<file path="config.mk">
export PLATFORM = sky130hd
export DESIGN_NAME = up_counter_mod
export DESIGN_NICKNAME = d
export VERILOG_FILES = /design/src/rtl/counter_pkg.sv /design/src/rtl/sat_counter.sv /design/src/rtl/up_counter_mod.sv
export SDC_FILE = /design/constraint.sdc
export NUM_CORES = 1
export LEC_CHECK = 0
export CELL_PAD_IN_SITES_DETAIL_PLACEMENT = 0
export CELL_PAD_IN_SITES_GLOBAL_PLACEMENT = 1
export CORE_MARGIN = 3
export CORE_UTILIZATION = 29
export DETAILED_ROUTE_END_ITERATION = 7
export PLACE_DENSITY = 0.71
export SYNTH_ARGS = -nofsm -noshare
export SYNTH_HDL_FRONTEND = slang
export SYNTH_HIERARCHICAL = 1
export SYNTH_SLANG_ARGS = --single-unit
</file>
<file path="constraint.sdc">
create_clock -name clk -period 1.85 [get_ports clk]
set_clock_uncertainty 0.1 [all_clocks]
set_input_delay 0.37 -clock clk [delete_from_list [all_inputs] [get_ports clk]]
set_output_delay 0.37 -clock clk [all_outputs]
set_load 0.005 [all_outputs]
</file>
<file path="src/rtl/counter_pkg.sv">
// Shared definitions for the modulo up-counter: FSM state encoding and the
// width / saturation limit of the wrap event counter.
package counter_pkg;

    typedef enum logic [1:0] {
        IDLE  = 2'd0,
        COUNT = 2'd1,
        DONE  = 2'd2
    } state_e;

    localparam int               WRAP_CNT_W   = 8;
    localparam logic [WRAP_CNT_W-1:0] WRAP_CNT_MAX = 8'd255;

endpackage : counter_pkg

</file>
<file path="src/rtl/sat_counter.sv">
// Saturating event counter: increments on inc, sticks at WRAP_CNT_MAX,
// returns to zero on a synchronous clear or reset.
module sat_counter
    import counter_pkg::*;
(
    input  logic                  clk,
    input  logic                  rst,
    input  logic                  clr,
    input  logic                  inc,
    output logic [WRAP_CNT_W-1:0] cnt
);

    logic [WRAP_CNT_W-1:0] cnt_q;
    logic [WRAP_CNT_W-1:0] cnt_d;

    // Next count: clear wins, otherwise increment unless already saturated.
    always_comb begin
        cnt_d = cnt_q;
        if (clr) begin
            cnt_d = '0;
        end else if (inc && (cnt_q != WRAP_CNT_MAX)) begin
            cnt_d = cnt_q + {{(WRAP_CNT_W-1){1'b0}}, 1'b1};
        end
    end

    // Count register with synchronous active-high reset.
    always_ff @(posedge clk) begin
        if (rst) begin
            cnt_q <= '0;
        end else begin
            cnt_q <= cnt_d;
        end
    end

    assign cnt = cnt_q;

endmodule : sat_counter

</file>
<file path="src/rtl/up_counter_mod.sv">
// Modulo-MODULO up-counter with load, clear, wrap/one-shot modes and a
// saturating wrap counter. Per-cycle priority is rst > clear > load > en.
// MODULO must lie in 2..2**WIDTH.
// State is exposed on state_dbg so checkers can follow the FSM directly.
module up_counter_mod
    import counter_pkg::*;
#(
    parameter int WIDTH  = 3,
    parameter int MODULO = 8
) (
    input  logic                  clk,
    input  logic                  rst,
    input  logic                  en,
    input  logic                  clear,
    input  logic                  load,
    input  logic [WIDTH-1:0]      load_val,
    input  logic                  one_shot,
    output logic [WIDTH-1:0]      q,
    output logic                  wrap,
    output logic                  done,
    output logic                  load_err,
    output logic [WRAP_CNT_W-1:0] wrap_cnt,
    output state_e                state_dbg
);

    // Terminal count, and MODULO widened by one bit so that 2**WIDTH fits.
    localparam logic [WIDTH-1:0] MAX_Q   = WIDTH'(MODULO - 1);
    localparam logic [WIDTH:0]   MOD_EXT = (WIDTH + 1)'(MODULO);
    localparam logic [WIDTH-1:0] ONE_Q   = WIDTH'(1);

    state_e           state_q, state_d;
    logic [WIDTH-1:0] q_q, q_d;
    logic             wrap_q, wrap_d;
    logic             done_q, done_d;
    logic             load_err_q, load_err_d;
    logic             load_ok;

    assign load_ok = ({1'b0, load_val} < MOD_EXT);

    // Next-state and next-output computation with clear > load > en priority.
    always_comb begin
        state_d    = state_q;
        q_d        = q_q;
        wrap_d     = 1'b0;
        load_err_d = 1'b0;
        if (clear) begin
            q_d     = '0;
            state_d = IDLE;
        end else if (load) begin
            state_d = IDLE;
            if (load_ok) begin
                q_d = load_val;
            end else begin
                q_d        = MAX_Q;
                load_err_d = 1'b1;
            end
        end else begin
            case (state_q)
                IDLE, COUNT: begin
                    if (en) begin
                        if (q_q < MAX_Q) begin
                            q_d     = q_q + ONE_Q;
                            state_d = COUNT;
                        end else if (one_shot) begin
                            // Hold at terminal count; no wrap pulse.
                            state_d = DONE;
                        end else begin
                            q_d     = '0;
                            wrap_d  = 1'b1;
                            state_d = COUNT;
                        end
                    end else begin
                        state_d = IDLE;
                    end
                end
                DONE: begin
                    // Only clear, load or rst leave DONE; en is ignored.
                    state_d = DONE;
                end
                default: begin
                    state_d = IDLE;
                end
            endcase
        end
        done_d = (state_d == DONE);
    end

    // FSM state and registered outputs, synchronous active-high reset.
    always_ff @(posedge clk) begin
        if (rst) begin
            state_q    <= IDLE;
            q_q        <= '0;
            wrap_q     <= 1'b0;
            done_q     <= 1'b0;
            load_err_q <= 1'b0;
        end else begin
            state_q    <= state_d;
            q_q        <= q_d;
            wrap_q     <= wrap_d;
            done_q     <= done_d;
            load_err_q <= load_err_d;
        end
    end

    // Wrap events are counted in the same edge that q returns to zero.
    sat_counter u_wrap_cnt (
        .clk (clk),
        .rst (rst),
        .clr (clear),
        .inc (wrap_d),
        .cnt (wrap_cnt)
    );

    assign q         = q_q;
    assign wrap      = wrap_q;
    assign done      = done_q;
    assign load_err  = load_err_q;
    assign state_dbg = state_q;

endmodule : up_counter_mod

</file>
* Word level (Yosys, flattened, before mapping) *
Index checks and enable logic that the tools add are counted.

storage, ports and cells
  input bits = 9
  register bits = 15
  output and inout port bits = 16
  logic and storage cells = 37

cells by class
  equality and inequality tests = 5
  order comparisons = 1
  multiplexer cells = 17
  add/sub/neg operators = 2
  reduce and logical (&&, ||, !) cells = 7

operators by type and width
  operator                                           count
  two-way mux 3 bit                                  5
  two-way mux 2 bit                                  5
  adder 8 x 1 -> 8 bit, second input constant        1
  != test 8 bit, second input constant               1
  two-way mux 1 bit                                  6
  == test 2 bit, second input constant               2
  one-hot mux 2 bit (2 select lines)                 1
  nonzero test 2 bit                                 2
  OR reduction 2 bit                                 2
  adder 3 x 1 -> 3 bit, second input constant        1
  less-than comparator 3 bit, second input constant  1
  != test 3 x 2 -> 1 bit, second input constant      1
  AND reduction 3 bit                                1
  == test 2 x 1 -> 1 bit, second input constant      1
  zero test 2 bit                                    1
  logical AND 1 bit                                  1

* Depth between registers and ports, before layout *
  depth in word-level cells = 7
  mapped depth = 6
  mapped depth without buffers = 6

* Cells and area by module *
Netlist, hierarchy kept.

by module, submodules not included
  module          cells an instance  area an instance (sq um)  instances
  sat_counter     47                 435.4                     1
  up_counter_mod  41                 347.8                     1

* Worst setup path after synthesis *
Ideal clock, no wire load.

  path type = register -> register
  start = register state_q[1] (netlist: state_dbg[1])
  end = register u_wrap_cnt.cnt_q[5] (netlist: u_wrap_cnt/cnt[5])
  setup time = 100 ps
  buffers on the path = 0
  arrival = 1773 ps
  cell stages (with the launch flop) = 7
  setup slack = -122 ps
  data required time = 1650 ps
  period minus slack after synthesis = 1972 ps
  cells stage by stage = dfxtp_1 > nand2b_1 > or3_4 > nor3_2 > and4_1 > a31oi_1 > a2111oi_4

between the ends
  longest elaborated chain between the ends = 6

RTL lines
  item                                                       RTL line              text
  start: declaration                                         up_counter_mod.sv:31  state_e state_q, state_d;
  start signal: assignment                                   up_counter_mod.sv:97  state_q <= state_d;
  == test 2 x 1 -> 1 bit or zero test 2 bit (tied branches)  up_counter_mod.sv:58  case (state_q)
  OR reduction 2 bit *                                       up_counter_mod.sv:58
  two-way mux 1 bit *                                        up_counter_mod.sv:58
  two-way mux 1 bit *                                        up_counter_mod.sv:49  end else if (load) begin
  two-way mux 1 bit *                                        up_counter_mod.sv:46  if (clear) begin
  via wrap_d                                                 up_counter_mod.sv:33  logic wrap_q, wrap_d;
  logical AND 1 bit *                                        sat_counter.sv:21     end else if (inc && (cnt_q != WRAP_CNT_MAX)) begin
  end signal: assignment                                     sat_counter.sv:31     cnt_q <= cnt_d;
  end: declaration                                           sat_counter.sv:13     logic [WRAP_CNT_W-1:0] cnt_q;

Mark *: on every way through the listed nets, which the timed path passes. The rest lies on a longest branch.
A chain may end at the register's enable or synchronous reset.

* Final worst setup path *
  start = register state_q[1] (netlist: state_dbg[1])
  end = register u_wrap_cnt.cnt_q[6] (netlist: u_wrap_cnt/cnt[6])

Same word-level chain as after synthesis.

==> flow_metrics.env <==
export IMPL_setup_violations=3
export IMPL_syn_to_final_growth_pct=60.4
export IMPL_ios=25
export IMPL_fin_nets=142
export IMPL_grt_max_degree=10
export IMPL_dieArea_um2=3360
export IMPL_critical_path_required_ns=1.95
export IMPL_period_minus_slack_ns=1.89
export IMPL_p_leak_nw=0.485
export IMPL_core_area_um2=2520
export IMPL_synthesis_nets=99
export IMPL_antenna_diode_count=0
export IMPL_hold_end="u_wrap_cnt/cnt[1]$_SDFFE_PP0P_"
export IMPL_drc=0
export IMPL_finalWorstSetupSlack_ns=-0.0368
export IMPL_r2r_cells=6
export IMPL_ant_nets=0
export IMPL_antenna_found_initial=0
export IMPL_p_total_mw=0.607
export IMPL_vias=767
export IMPL_synth_area_leader_cell="dfxtp_1"
export IMPL_synthTopCellsByCount="dfxtp_1, nand2_1, a21oi_1, nor2_1, mux2i_1"
export IMPL_synth_most_common_cell="dfxtp_1"
export IMPL_cts_made_buffers=3
export IMPL_grt_overflow=0
export IMPL_die_y_um=58.0
export IMPL_async_reset_ff_share_pct=0
export IMPL_ctsLongestPathBuffers=2
export IMPL_via_per_inst=4.79
export IMPL_track_usage_pct=12.9
export IMPL_cts_reportedPaths_clkPinSlew_ns=0.11
export IMPL_crit_fanout=3
export IMPL_post_route_period_util_pct=102
export IMPL_start_util_pct=31.1
export IMPL_r2r_slack_ns=-0.04
export IMPL_max_stage_delay_ns=0.40
export IMPL_min_delay_path_class="reg -> reg"
export IMPL_synthCells=88
export IMPL_fmax_mhz=530
export IMPL_rsz0062_at_grt="true"
export IMPL_critPathArrivalTime_ns=1.99
export IMPL_max_vdd_ir_drop_v=0.000282
export IMPL_p_per_area_nw_per_um2=483
export IMPL_critPathSlowestCell="or4_1"
export IMPL_hold_depth=2
export IMPL_hp_start="u_wrap_cnt/cnt[1]$_SDFFE_PP0P_"
export IMPL_io_buffers=23
export IMPL_place_congestion=0.813
export IMPL_avgSynthCellArea_um2=8.90
export IMPL_cp_end_kind="flop"
export IMPL_wire_per_inst_um=12.3
export IMPL_drt_iter0_markers=26
export IMPL_place_ws_ns=-0.619
export IMPL_seq_area_frac_synth_pct=38.3
export IMPL_ys_ff_latch=15
export IMPL_drive_gt1_share_pct=33.1
export IMPL_yosysWarnings=6
export IMPL_yosysUniqueCellTypes=32
export IMPL_ys_flop_type="dfxtp_1"
export IMPL_cp_start_kind="flop"
export IMPL_final_max_slew_viol_count=0
export IMPL_fp_dieW_um=58.0
export IMPL_failed_checks="negative setup slack"
export IMPL_rows=18
export IMPL_synth_edf_count=0
export IMPL_h_tree_depth=1
export IMPL_clock_sinks=15
export IMPL_synthesis_area_um2=783
export IMPL_r2r_start="state_dbg[1]$_SDFF_PP0_"
export IMPL_grt_pass1_vias=777
export IMPL_drt_pass1_iterations=4
export IMPL_cts_tree="done"
export IMPL_maxCapViolations=0
export IMPL_hpwl_um=1500
export IMPL_wl_um=1970
export IMPL_synth_top_area_share_pct=38.3
export IMPL_ctsHoldBuffers=0
export IMPL_status="complete, but fails checks"
export IMPL_path_class="reg -> reg"
export IMPL_cp_num_buf_inv=0
export IMPL_r2r_end="u_wrap_cnt/cnt[6]$_SDFFE_PP0P_"
export IMPL_crit_chain="nand2b_4, or3_4, nor3_4, nand3_2, or4_1, and3_1"
export IMPL_grt_pass1_wl_um=3410
export IMPL_root_buffer="clkbuf_4"
export IMPL_cp_top_family="simple AND/OR/NAND/NOR gates"
export IMPL_final_hold_violation_count=0
export IMPL_clk_latency_ns=0.29
export IMPL_ys_top_cells_by_area="dfxtp_1, mux2i_1, a21oi_1, nand2_1, a2111oi_4"
[metrics by stage]
stage | std cells | hold slack [ns] | cell area [um^2] | TNS (ns) | utilization (%)
floorplan | 88 | 0.334 | 802 | -0.0708 | -
finish | 160 | 0.408 | 1260 | -0.0968 | 49.8
CTS | 159 | 0.410 | 1240 | -0.468 | 49.4
global route | 160 | 0.441 | 1260 | -0.571 | 49.8
global placement | 153 | 0.387 | 1160 | -3.41 | 46.0
detailed placement | 153 | 0.394 | 1160 | -3.72 | 46.0
[power breakdown]
part	switching [mW]	internal [mW]
clock	0.117	0.0804
combinational	0.0344	0.0457
sequential	0.00191	0.327
[layout make-up]
type	count	area, um^2
clock buffer	3	22.5
clock inverter	1	5.00
fill	268	1270
inverter	3	11.3
multi-input combinational	68	512
sequential	15	309
tap	30	37.5
timing repair buffer	40	359
[metal layers]
metal | part of all wire, % | up-vias | wire length (um) | GRT usage (%)
met5 | 0 | - | 0 | 0
met4 | 0.97 | 0 | 19 | 5.96
met3 | 2.9 | 2 | 57 | 1.34
met2 | 46 | 17 | 913 | 20.5
met1 | 50 | 345 | 978 | 17.6
li1 | - | 403 | - | -
[registers in the layout, indices dropped and copies added, names as in the netlist]
register,cells
state_dbg,2
wrap,1
q,3
done,1
u_wrap_cnt/cnt,8
[worst register-to-register path, cell delays in order, from the launching register on]
cell and delay (ns):
dfxtp_2 0.34, nand2b_4 0.13, or3_4 0.38, nor3_4 0.18, nand3_2 0.11, or4_1 0.40
and3_1 0.15
[cell families after synthesis]
logic type                 synth area share (%)
and+or+nand+nor                            29.6
AOI/OAI and AO/OA                          17.3
DFF                                        38.3
muxes                                      7.83
buffers and inverters                      3.35
adders and majority gates                  3.19
other                                     0.479
[placed cells by master, fill, tap and decap left out, types with 2 or more instances in the layout]
cell,count
nand3_1,3
buf_4,16
nor2_2,2
inv_1,3
clkbuf_4,3
ha_1,2
nand2_1,8
mux2i_1,5
nor3_1,2
nand4_1,2
o21ai_0,2
and3_1,3
a21oi_1,6
dfxtp_2,7
or3_1,3
clkdlybuf4s50_1,21
nor2_1,7
a21boi_2,2
dlygate4sd2_1,2
dfxtp_1,8
[worst max-delay path by stage]
stage | to | slack [ns] | cells after the start | start
floorplan | u_wrap_cnt/cnt[5]$_SDFFE_PP0P_ | -0.04 | 6 | state_dbg[1]$_SDFF_PP0_
global placement | u_wrap_cnt/cnt[6]$_SDFFE_PP0P_ | -0.57 | 7 | en
detailed placement | u_wrap_cnt/cnt[5]$_SDFFE_PP0P_ | -0.62 | 7 | en
CTS | u_wrap_cnt/cnt[6]$_SDFFE_PP0P_ | -0.11 | 6 | state_dbg[1]$_SDFF_PP0_
global route | u_wrap_cnt/cnt[7]$_SDFFE_PP0P_ | -0.15 | 7 | state_dbg[1]$_SDFF_PP0_
finish | u_wrap_cnt/cnt[6]$_SDFFE_PP0P_ | -0.04 | 6 | state_dbg[1]$_SDFF_PP0_
[what timing repair did]
item | 4_1_cts | 5_1_grt
setup buffers | 2 | 1
gates resized for setup | 11 | 3
pin swaps | 7 | 4
endpoints found under the setup margin | 7 | 11
Power figures use the tool's default switching activity.
